### src/rtl/cache_cmd_dispatcher_if.sv
// Trace-in and L1 lookup handshake bundle for the command dispatcher.
// master = dispatcher side, slave = trace reader / cache lookup side.
interface cache_cmd_dispatcher_if #(
    parameter int ADDR_W    = 32,
    parameter int TAG_WIDTH = 12,
    parameter int SET_W     = 14
);
    logic                 in_valid;
    logic                 in_ready;
    logic [3:0]           in_cmd;
    logic [ADDR_W-1:0]    in_addr;

    logic                 i_req_valid;
    logic                 i_req_ready;
    logic [TAG_WIDTH-1:0] i_req_tag;
    logic [SET_W-1:0]     i_req_set;

    logic                 d_req_valid;
    logic                 d_req_ready;
    logic [1:0]           d_req_op;
    logic [TAG_WIDTH-1:0] d_req_tag;
    logic [SET_W-1:0]     d_req_set;

    modport master (
        input  in_valid, in_cmd, in_addr, i_req_ready, d_req_ready,
        output in_ready, i_req_valid, i_req_tag, i_req_set,
               d_req_valid, d_req_op, d_req_tag, d_req_set
    );

    modport slave (
        output in_valid, in_cmd, in_addr, i_req_ready, d_req_ready,
        input  in_ready, i_req_valid, i_req_tag, i_req_set,
               d_req_valid, d_req_op, d_req_tag, d_req_set
    );
endinterface

### src/rtl/cache_cmd_dispatcher.sv
// Buffers trace commands in an in-order FIFO and dispatches them as I/D lookups,
// clear sweeps or print strobes; keeps saturating statistics counters.
module cache_cmd_dispatcher #(
    parameter int ADDR_W     = 32,
    parameter int TAG_WIDTH  = 12,
    parameter int SET_W      = 14,
    parameter int OFF_W      = 6,
    parameter int FIFO_DEPTH = 4,
    parameter int CNT_W      = 32
) (
    input  logic                 clk,
    input  logic                 rst,
    cache_cmd_dispatcher_if.master bus,
    output logic                 clr_valid,
    output logic [SET_W-1:0]     clr_set,
    output logic                 print_pulse,
    output logic                 busy,
    output logic [CNT_W-1:0]     rd_cnt,
    output logic [CNT_W-1:0]     wr_cnt,
    output logic [CNT_W-1:0]     if_cnt,
    output logic [CNT_W-1:0]     bad_cnt
);
    localparam int PTR_W  = $clog2(FIFO_DEPTH);
    localparam int LINE_W = ADDR_W - OFF_W;

    localparam logic [1:0] ST_RUN   = 2'd0;
    localparam logic [1:0] ST_ENTRY = 2'd1;
    localparam logic [1:0] ST_SWEEP = 2'd2;

    logic [3:0]        fifo_cmd  [FIFO_DEPTH];
    logic [LINE_W-1:0] fifo_line [FIFO_DEPTH];
    logic [PTR_W:0]    wr_ptr, rd_ptr;
    logic              full, empty, push, pop;
    logic [3:0]        head_cmd;
    logic [LINE_W-1:0] head_line;

    logic [1:0]        state;
    logic [SET_W-1:0]  sweep_set;

    logic              i_v, d_v, go_clear, is_bad;
    logic [1:0]        d_op;
    logic              unused_off;

    // Byte offset never leaves the dispatcher; only tag+set are stored.
    assign unused_off = ^bus.in_addr[OFF_W-1:0];

    assign empty = (wr_ptr == rd_ptr);
    assign full  = (wr_ptr[PTR_W] != rd_ptr[PTR_W]) &&
                   (wr_ptr[PTR_W-1:0] == rd_ptr[PTR_W-1:0]);
    assign push  = bus.in_valid && !full;

    assign head_cmd  = fifo_cmd[rd_ptr[PTR_W-1:0]];
    assign head_line = fifo_line[rd_ptr[PTR_W-1:0]];

    always_comb begin
        i_v         = 1'b0;
        d_v         = 1'b0;
        d_op        = 2'd0;
        print_pulse = 1'b0;
        go_clear    = 1'b0;
        is_bad      = 1'b0;
        pop         = 1'b0;
        if (state == ST_RUN && !empty) begin
            case (head_cmd)
                4'd0: begin d_v = 1'b1; d_op = 2'd0; pop = bus.d_req_ready; end
                4'd1: begin d_v = 1'b1; d_op = 2'd1; pop = bus.d_req_ready; end
                4'd3: begin d_v = 1'b1; d_op = 2'd2; pop = bus.d_req_ready; end
                4'd4: begin d_v = 1'b1; d_op = 2'd3; pop = bus.d_req_ready; end
                4'd2: begin i_v = 1'b1; pop = bus.i_req_ready; end
                4'd8: begin go_clear = 1'b1; pop = 1'b1; end
                4'd9: begin print_pulse = 1'b1; pop = 1'b1; end
                default: begin is_bad = 1'b1; pop = 1'b1; end
            endcase
        end
    end

    assign bus.in_ready    = !full;
    assign bus.i_req_valid = i_v;
    assign bus.i_req_tag   = head_line[LINE_W-1 -: TAG_WIDTH];
    assign bus.i_req_set   = head_line[SET_W-1:0];
    assign bus.d_req_valid = d_v;
    assign bus.d_req_op    = d_op;
    assign bus.d_req_tag   = head_line[LINE_W-1 -: TAG_WIDTH];
    assign bus.d_req_set   = head_line[SET_W-1:0];

    assign clr_valid = (state == ST_SWEEP);
    assign clr_set   = sweep_set;
    assign busy      = !empty || (state != ST_RUN);

    always_ff @(posedge clk) begin
        if (push) begin
            fifo_cmd[wr_ptr[PTR_W-1:0]]  <= bus.in_cmd;
            fifo_line[wr_ptr[PTR_W-1:0]] <= bus.in_addr[ADDR_W-1:OFF_W];
        end
    end

    always_ff @(posedge clk) begin
        if (rst) begin
            wr_ptr    <= '0;
            rd_ptr    <= '0;
            state     <= ST_RUN;
            sweep_set <= '0;
        end else begin
            if (push) wr_ptr <= wr_ptr + 1'b1;
            if (pop)  rd_ptr <= rd_ptr + 1'b1;
            case (state)
                ST_RUN:   if (go_clear) state <= ST_ENTRY;
                ST_ENTRY: begin
                    state     <= ST_SWEEP;
                    sweep_set <= '0;
                end
                ST_SWEEP: begin
                    // Wraps back to 0 on the last set, leaving clr_set idle at 0.
                    sweep_set <= sweep_set + 1'b1;
                    if (sweep_set == {SET_W{1'b1}}) state <= ST_RUN;
                end
                default:  state <= ST_RUN;
            endcase
        end
    end

    function automatic logic [CNT_W-1:0] sat_inc(input logic [CNT_W-1:0] v);
        return (v == {CNT_W{1'b1}}) ? v : v + 1'b1;
    endfunction

    always_ff @(posedge clk) begin
        if (rst || state == ST_ENTRY) begin
            rd_cnt  <= '0;
            wr_cnt  <= '0;
            if_cnt  <= '0;
            bad_cnt <= '0;
        end else begin
            if (d_v && bus.d_req_ready && d_op == 2'd0) rd_cnt <= sat_inc(rd_cnt);
            if (d_v && bus.d_req_ready && d_op == 2'd1) wr_cnt <= sat_inc(wr_cnt);
            if (i_v && bus.i_req_ready)                 if_cnt <= sat_inc(if_cnt);
            if (is_bad)                                 bad_cnt <= sat_inc(bad_cnt);
        end
    end
endmodule
### src/flat_wrapper.sv
// flat-port wrapper written by rule: the top's interface ports become plain ports
module cache_cmd_dispatcher_flat 
#(
    parameter int ADDR_W     = 32,
    parameter int TAG_WIDTH  = 12,
    parameter int SET_W      = 14,
    parameter int OFF_W      = 6,
    parameter int FIFO_DEPTH = 4,
    parameter int CNT_W      = 32
)
  (clk, rst, clr_valid, clr_set, print_pulse, busy, rd_cnt, wr_cnt, if_cnt, bad_cnt, bus_in_valid, bus_in_cmd, bus_in_addr, bus_i_req_ready, bus_d_req_ready, bus_in_ready, bus_i_req_valid, bus_i_req_tag, bus_i_req_set, bus_d_req_valid, bus_d_req_op, bus_d_req_tag, bus_d_req_set);
  cache_cmd_dispatcher_if #(.ADDR_W(ADDR_W), .TAG_WIDTH(TAG_WIDTH), .SET_W(SET_W)) bus_i ();
  input  logic clk;
  input  logic rst;
  output logic clr_valid;
  output logic [SET_W-1:0] clr_set;
  output logic print_pulse;
  output logic busy;
  output logic [CNT_W-1:0] rd_cnt;
  output logic [CNT_W-1:0] wr_cnt;
  output logic [CNT_W-1:0] if_cnt;
  output logic [CNT_W-1:0] bad_cnt;
  input wire logic [$bits(bus_i.in_valid)-1:0] bus_in_valid;
  input wire logic [$bits(bus_i.in_cmd)-1:0] bus_in_cmd;
  input wire logic [$bits(bus_i.in_addr)-1:0] bus_in_addr;
  input wire logic [$bits(bus_i.i_req_ready)-1:0] bus_i_req_ready;
  input wire logic [$bits(bus_i.d_req_ready)-1:0] bus_d_req_ready;
  output wire logic [$bits(bus_i.in_ready)-1:0] bus_in_ready;
  output wire logic [$bits(bus_i.i_req_valid)-1:0] bus_i_req_valid;
  output wire logic [$bits(bus_i.i_req_tag)-1:0] bus_i_req_tag;
  output wire logic [$bits(bus_i.i_req_set)-1:0] bus_i_req_set;
  output wire logic [$bits(bus_i.d_req_valid)-1:0] bus_d_req_valid;
  output wire logic [$bits(bus_i.d_req_op)-1:0] bus_d_req_op;
  output wire logic [$bits(bus_i.d_req_tag)-1:0] bus_d_req_tag;
  output wire logic [$bits(bus_i.d_req_set)-1:0] bus_d_req_set;
  assign bus_i.in_valid = bus_in_valid;
  assign bus_i.in_cmd = bus_in_cmd;
  assign bus_i.in_addr = bus_in_addr;
  assign bus_i.i_req_ready = bus_i_req_ready;
  assign bus_i.d_req_ready = bus_d_req_ready;
  assign bus_in_ready = bus_i.in_ready;
  assign bus_i_req_valid = bus_i.i_req_valid;
  assign bus_i_req_tag = bus_i.i_req_tag;
  assign bus_i_req_set = bus_i.i_req_set;
  assign bus_d_req_valid = bus_i.d_req_valid;
  assign bus_d_req_op = bus_i.d_req_op;
  assign bus_d_req_tag = bus_i.d_req_tag;
  assign bus_d_req_set = bus_i.d_req_set;
  cache_cmd_dispatcher #(.ADDR_W(ADDR_W), .TAG_WIDTH(TAG_WIDTH), .SET_W(SET_W), .OFF_W(OFF_W), .FIFO_DEPTH(FIFO_DEPTH), .CNT_W(CNT_W)) u_core (.clk(clk), .rst(rst), .bus(bus_i), .clr_valid(clr_valid), .clr_set(clr_set), .print_pulse(print_pulse), .busy(busy), .rd_cnt(rd_cnt), .wr_cnt(wr_cnt), .if_cnt(if_cnt), .bad_cnt(bad_cnt));
endmodule
### config.mk
export PLATFORM = sky130hd
export DESIGN_NAME = cache_cmd_dispatcher_flat
export DESIGN_NICKNAME = d
export VERILOG_FILES = /design/src/rtl/cache_cmd_dispatcher_if.sv /design/src/rtl/cache_cmd_dispatcher.sv /design/src/flat_wrapper.sv
export SDC_FILE = /design/constraint.sdc
export NUM_CORES = 1
export LEC_CHECK = 0
export ABC_AREA = 1
export CAP_MARGIN = 10
export CORE_UTILIZATION = 50
export DETAILED_ROUTE_END_ITERATION = 16
export GPL_TIMING_DRIVEN = 0
export PLACE_DENSITY = 0.76
export SETUP_SLACK_MARGIN = 0.1
export SYNTH_ARGS = -nofsm -noshare
export SYNTH_HDL_FRONTEND = slang
export SYNTH_SLANG_ARGS = --single-unit
### constraint.sdc
create_clock -name clk -period 3.6 [get_ports clk]
set_clock_uncertainty 0.05 [all_clocks]
set_input_delay 1.08 -clock clk [delete_from_list [all_inputs] [get_ports clk]]
set_output_delay 1.08 -clock clk [all_outputs]
set_load 0.02 [all_outputs]
Word level (Yosys, flattened, before mapping)
Memory sizes are Yosys's and may differ from the RTL's. A register that Yosys moved wholly into a read port is not among the register bits.
Cells that the tools add are included.
W data, S select, Z words.
{ "totals": {"reg_bits": 150, "mem_bits_rw": 120, "in_bits": 41, "output_inout_bits": 202, "wordCells": 87, "mem_count": 2} }
{ "op_classes": {"add_sub_neg": 7, "n_eq_ne": 19, "mux": 24, "bitwise": 4, "n_reduce_logical": 23} }
{ "mem_list": {"columns": ["name", "words", "width", "read_ports", "rd_clocked_by_memory_dff", "write_ports", "line", "rtl"], "rows": [
  ["u_core.fifo_line", 4, 26, 1, 1, 1, "cache_cmd_dispatcher.sv:31", "logic [LINE_W-1:0] fifo_line [FIFO_DEPTH];"],
  ["u_core.fifo_cmd", 4, 4, 1, 1, 1, "cache_cmd_dispatcher.sv:30", "logic [3:0] fifo_cmd [FIFO_DEPTH];"]
]} }
{ "ops": {"columns": ["cell", "count"], "rows": [
  ["$add A32 B1 Y32 const B", 4],
  ["$eq A32 B32 Y1 const B", 4],
  ["$pmux W14 S2", 1],
  ["$add A14 B1 Y14 const B", 1],
  ["$eq A14 B14 Y1 const B", 1],
  ["$mux W2", 7],
  ["$mux W1", 13],
  ["$pmux W2 S3", 2],
  ["$reduce_and A2 Y1", 5],
  ["$eq A4 B2 Y1 const B", 2],
  ["$eq A4 B4 Y1 const B", 2],
  ["$logic_and A1 B1 Y1", 7],
  ["$reduce_or A7 Y1", 1],
  ["$add A3 B1 Y3 const B", 2],
  ["$eq A2 B1 Y1 const B", 2],
  ["$eq A4 B1 Y1 const B", 1],
  ["$eq A4 B3 Y1 const B", 1],
  ["$logic_not A2 Y1", 2],
  ["$logic_not A4 Y1", 1],
  ["$ne A2 B1 Y1 const B", 2],
  ["$not A1 Y1", 4],
  ["$reduce_bool A2 Y1", 2],
  ["$reduce_or A4 Y1", 1],
  ["$eq A3 B3 Y1", 1],
  ["other kinds (6)", 8]
]} }

Logic depth before layout (Yosys ltp)
{ "depth": {"word_depth": 7, "ltp_mapped": 16, "depth_no_buf": 13} }

Least setup slack after synthesis
Ideal clock, no wire load.
{ "synth_path": {"path_type": "input port to flip-flop", "start": "input bus_in_valid", "end": "register u_core.wr_ptr[2]", "setup_time_ns": 0.117, "arrival_time_ns": 2.907, "required_time_ns": 3.433, "setup_slack_ns": 0.526, "path_stages": 5, "n_path_buf": 0, "path_cell_list": "nand2_1 nor2_1 nand2_1 nand2_1 o21ba_2"} }
{ "synth_via": {"elab_chain_len": 1} }
{ "synth_lines": {"columns": ["item", "line", "rtl"], "rows": [
  ["start, declared", "flat_wrapper.sv:23", "input wire logic [$bits(bus_i.in_valid)-1:0] bus_in_valid;"],
  ["$logic_and A1 B1 Y1", "cache_cmd_dispatcher.sv:50", "assign push = bus.in_valid && !full;"],
  ["end signal, assigned", "cache_cmd_dispatcher.sv:104", "if (push) wr_ptr <= wr_ptr + 1'b1;"],
  ["end, declared", "cache_cmd_dispatcher.sv:32", "logic [PTR_W:0] wr_ptr, rd_ptr;"]
]} }
No other way between the ends.
A chain may end at the register's enable or synchronous reset.

==> flow_metrics.env <==
export IMPL_antenna_found_initial=1
export IMPL_cts_buffer_depth=3
export IMPL_grt_use_total=0.279
export IMPL_fin_crit_sh=0.944
export IMPL_crit_path_start_kind="register"
export IMPL_setup_worst_path_class="register to output pin"
export IMPL_dp_cells=2300
export IMPL_grt_pass1_wl_um=63600
export IMPL_drive_gt1_frac=0.0918
export IMPL_clock_sinks=272
export IMPL_cp_required_ns=2.47
export IMPL_maxSlewHeadroom=0.312
export IMPL_crit_arrival_ns=2.27
export IMPL_fin_cells=2356
export IMPL_synthMuxAreaShare=0
export IMPL_drc=0
export IMPL_critPathBufInv=4
export IMPL_setup_viol=0
export IMPL_vdd_drop_max_v=0.000389
export IMPL_synth_distinct_cells=40
export IMPL_fin_nets=2046
export IMPL_synth_compound_area_share=0.102
export IMPL_via_count=12900
export IMPL_via_per_inst=5.46
export IMPL_finalHoldViolCount=0
export IMPL_die_w_um=168
export IMPL_synthArstFlopShare=0
export IMPL_cts_htree_levels=1
export IMPL_rows=60
export IMPL_synth_xor_area_frac=0.0671
export IMPL_ys_ff_latch=272
export IMPL_tritoncts="yes"
export IMPL_wl_per_cell_um=16.8
export IMPL_path_clk_slew_ns=0.06
export IMPL_multiInputGateArea_mm2=0.00635
export IMPL_n_fill_cell=2323
export IMPL_powerDensity_mw_per_mm2=552
export IMPL_grt_overflow=0
export IMPL_cts_root_buf="clkbuf_16"
export IMPL_p_leak_nw=6.22
export IMPL_antennaDiodeCount=0
export IMPL_grt_start_max_net_pins=30
export IMPL_status="finished, final reports clean"
export IMPL_cts_made_buffers=30
export IMPL_path_delay_family="simple AND/OR/NAND/NOR gates"
export IMPL_synth_simple_area_share=0.273
export IMPL_core_area_mm2=0.0270
export IMPL_drv_slew=0
export IMPL_ant_nets=0
export IMPL_synth_top_area_frac=0.260
export IMPL_path_cells="buf_6 -> inv_4 -> buf_8 -> nand2_2 -> nand3_2 -> nand2_2 -> nand2_4 -> nor2_2 -> nor2_1 -> nor2_1 -> clkbuf_2"
export IMPL_seq_area_mm2=0.00665
export IMPL_wl_um=39500
export IMPL_synth_area_mm2=0.0138
export IMPL_drv_cap=0
export IMPL_dp_hpwl_um=28600
export IMPL_synthAdderAreaFrac=0.0127
export IMPL_yosys_warnings=0
export IMPL_synth_edf_count=120
export IMPL_synth_fp_nets=1774
export IMPL_ys_top_cells_by_area="edfxtp_1, dfxtp_1, nand2_1"
export IMPL_synth_area_per_cell_um2=8.05
export IMPL_ios=243
export IMPL_tightest_slew_ns=1.03
export IMPL_insertion_delay_ns=0.56
export IMPL_max_freq_ghz=0.294
export IMPL_gp_congestion=0.959
export IMPL_die_area_mm2=0.0284
export IMPL_io_buffers=236
export IMPL_synthFlopType="dfxtp_1"
export IMPL_setup_tns_ns=0
export IMPL_rsz0062_at_grt="no"
export IMPL_dr_pass1_iters=5
export IMPL_drt_iter0_drc=1208
export IMPL_ys_seq_area_frac=0.480
export IMPL_postSynthCellCount=1719
export IMPL_fin_crit_ns=3.40
export IMPL_die_y_um=168
export IMPL_hp_class="register to register"
export IMPL_holdBufCountCts=0
export IMPL_grt_pass1_vias=12200
export IMPL_cpPeakStageDelay_ns=0.32
export IMPL_start_util=0.512
export IMPL_cp_end_kind="output pin"
export IMPL_synth_top_family_by_area="simple AND/OR/NAND/NOR gates"
export IMPL_cp_max_fo=10
export IMPL_area_growth_pct=28.8
export IMPL_yosysTopAreaCell="edfxtp_1"
export IMPL_crit_slowest_cell="dfxtp_1"
-- logic make-up after synthesis --
group,count (synthesis)
adders and majority gates,14
AOI/OAI and AO/OA,271
DFF,272
and+or+nand+nor,868
xor gates and xnor gates,106
buffers and inverters,188
-- layout by cell type (no fill, tap or decap), types with 70 or more instances in the layout --
cell / n
nand2_1: 430
nor2_1: 210
clkdlybuf4s50_1: 179
dfxtp_1: 151
a21oi_1: 136
edfxtp_1: 120
inv_1: 88
o21ai_0: 87
xor2_1: 76
nor3_1: 70
-- per-layer routing --
metal / vias to the layer above / part of all wire / GRT usage
li1: 6285 / - / -
met1: 6000 / 0.44 / 0.381
met2: 504 / 0.46 / 0.459
met3: 68 / 0.071 / 0.0423
met4: 2 / 0.027 / 0.0854
met5: - / 0.00028 / 0
-- state kept, by name, indices dropped and copies added (netlist names), named ones only --
name	count
u_core.if_cnt	32
u_core.fifo_cmd	16
u_core.wr_cnt	32
u_core.state	2
u_core.bad_cnt	32
u_core.rd_ptr	3
u_core.fifo_line	104
u_core.clr_set	14
u_core.wr_ptr	3
u_core.rd_cnt	32
-- worst paths after layout --
kind	cells after the start	startpoint	slack, ns	to
worst max-delay path	11	register	0.20	bus_d_req_op[0]
worst max register to register	7	u_core.state[1]	0.83	u_core.rd_cnt[12]
worst min register to register	2	u_core.bad_cnt[6]	0.44	u_core.bad_cnt[6]
worst min-delay path	2	u_core.bad_cnt[6]	0.44	u_core.bad_cnt[6]
-- cell usage after synthesis (15+ instances only) --
cell type,instances
inv_1,88
edfxtp_1,120
dfxtp_1,152
xor2_1,76
o21ai_0,88
xnor2_1,30
o22ai_1,26
a21oi_1,136
nand2_1,430
buf_4,29
clkbuf_1,34
nor2_1,215
nand3_1,64
nor3_1,70
buf_2,18
o21ai_1,15
nand4_1,30
-- timing repair --
| item | 4_1_cts | 5_1_grt |
|---|---|---|
| pin swaps | 3 | 0 |
| resized for setup | 95 | 10 |
| setup endpoints to repair | 57 | 6 |
| setup buffers | 0 | 0 |
-- worst reg2reg max path, stage by stage, from the launching register on --
cell	delay [ns]
dfxtp_1	0.36
inv_1	0.11
ha_1	0.23
nor2_1	0.80
inv_1	0.17
clkbuf_1	0.40
clkbuf_1	0.36
a21oi_1	0.23
-- final cells by class --
type | count | share of cell area
buffer | 90 | 0.0334
inverter | 98 | 0.0208
sequential | 272 | 0.373
multi-input combinational | 1259 | 0.356
clock inverter | 12 | 0.0110
clock buffer | 44 | 0.0491
tap | 341 | 0.0239
timing repair buffer | 240 | 0.133
-- metrics by stage --
| step | total power, mW | cell area [um2] | utilization | setup slack (ns) | hold WS (ns) |
|---|---|---|---|---|---|
| finish | 9.84 | 17800 | 0.660 | 0.203 | 0.438 |
| global route | 10.3 | 17800 | 0.660 | 0.102 | 0.464 |
| CTS | 9.89 | 17800 | 0.660 | 0.101 | 0.442 |
| detailed placement | 6.76 | 16700 | 0.620 | -0.0647 | 0.428 |
| global placement | 6.67 | 16600 | 0.615 | -0.909 | 0.418 |
| floorplan | 5.47 | 13800 | - | 0.526 | 0.419 |
-- power by group --
group          switching [mW]  internal [mW]
Combinational            2.02           1.10
Sequential             0.0653           3.36
Clock                    1.25           2.04
Total                    3.34           6.50
Power figures use the tool's default switching activity.
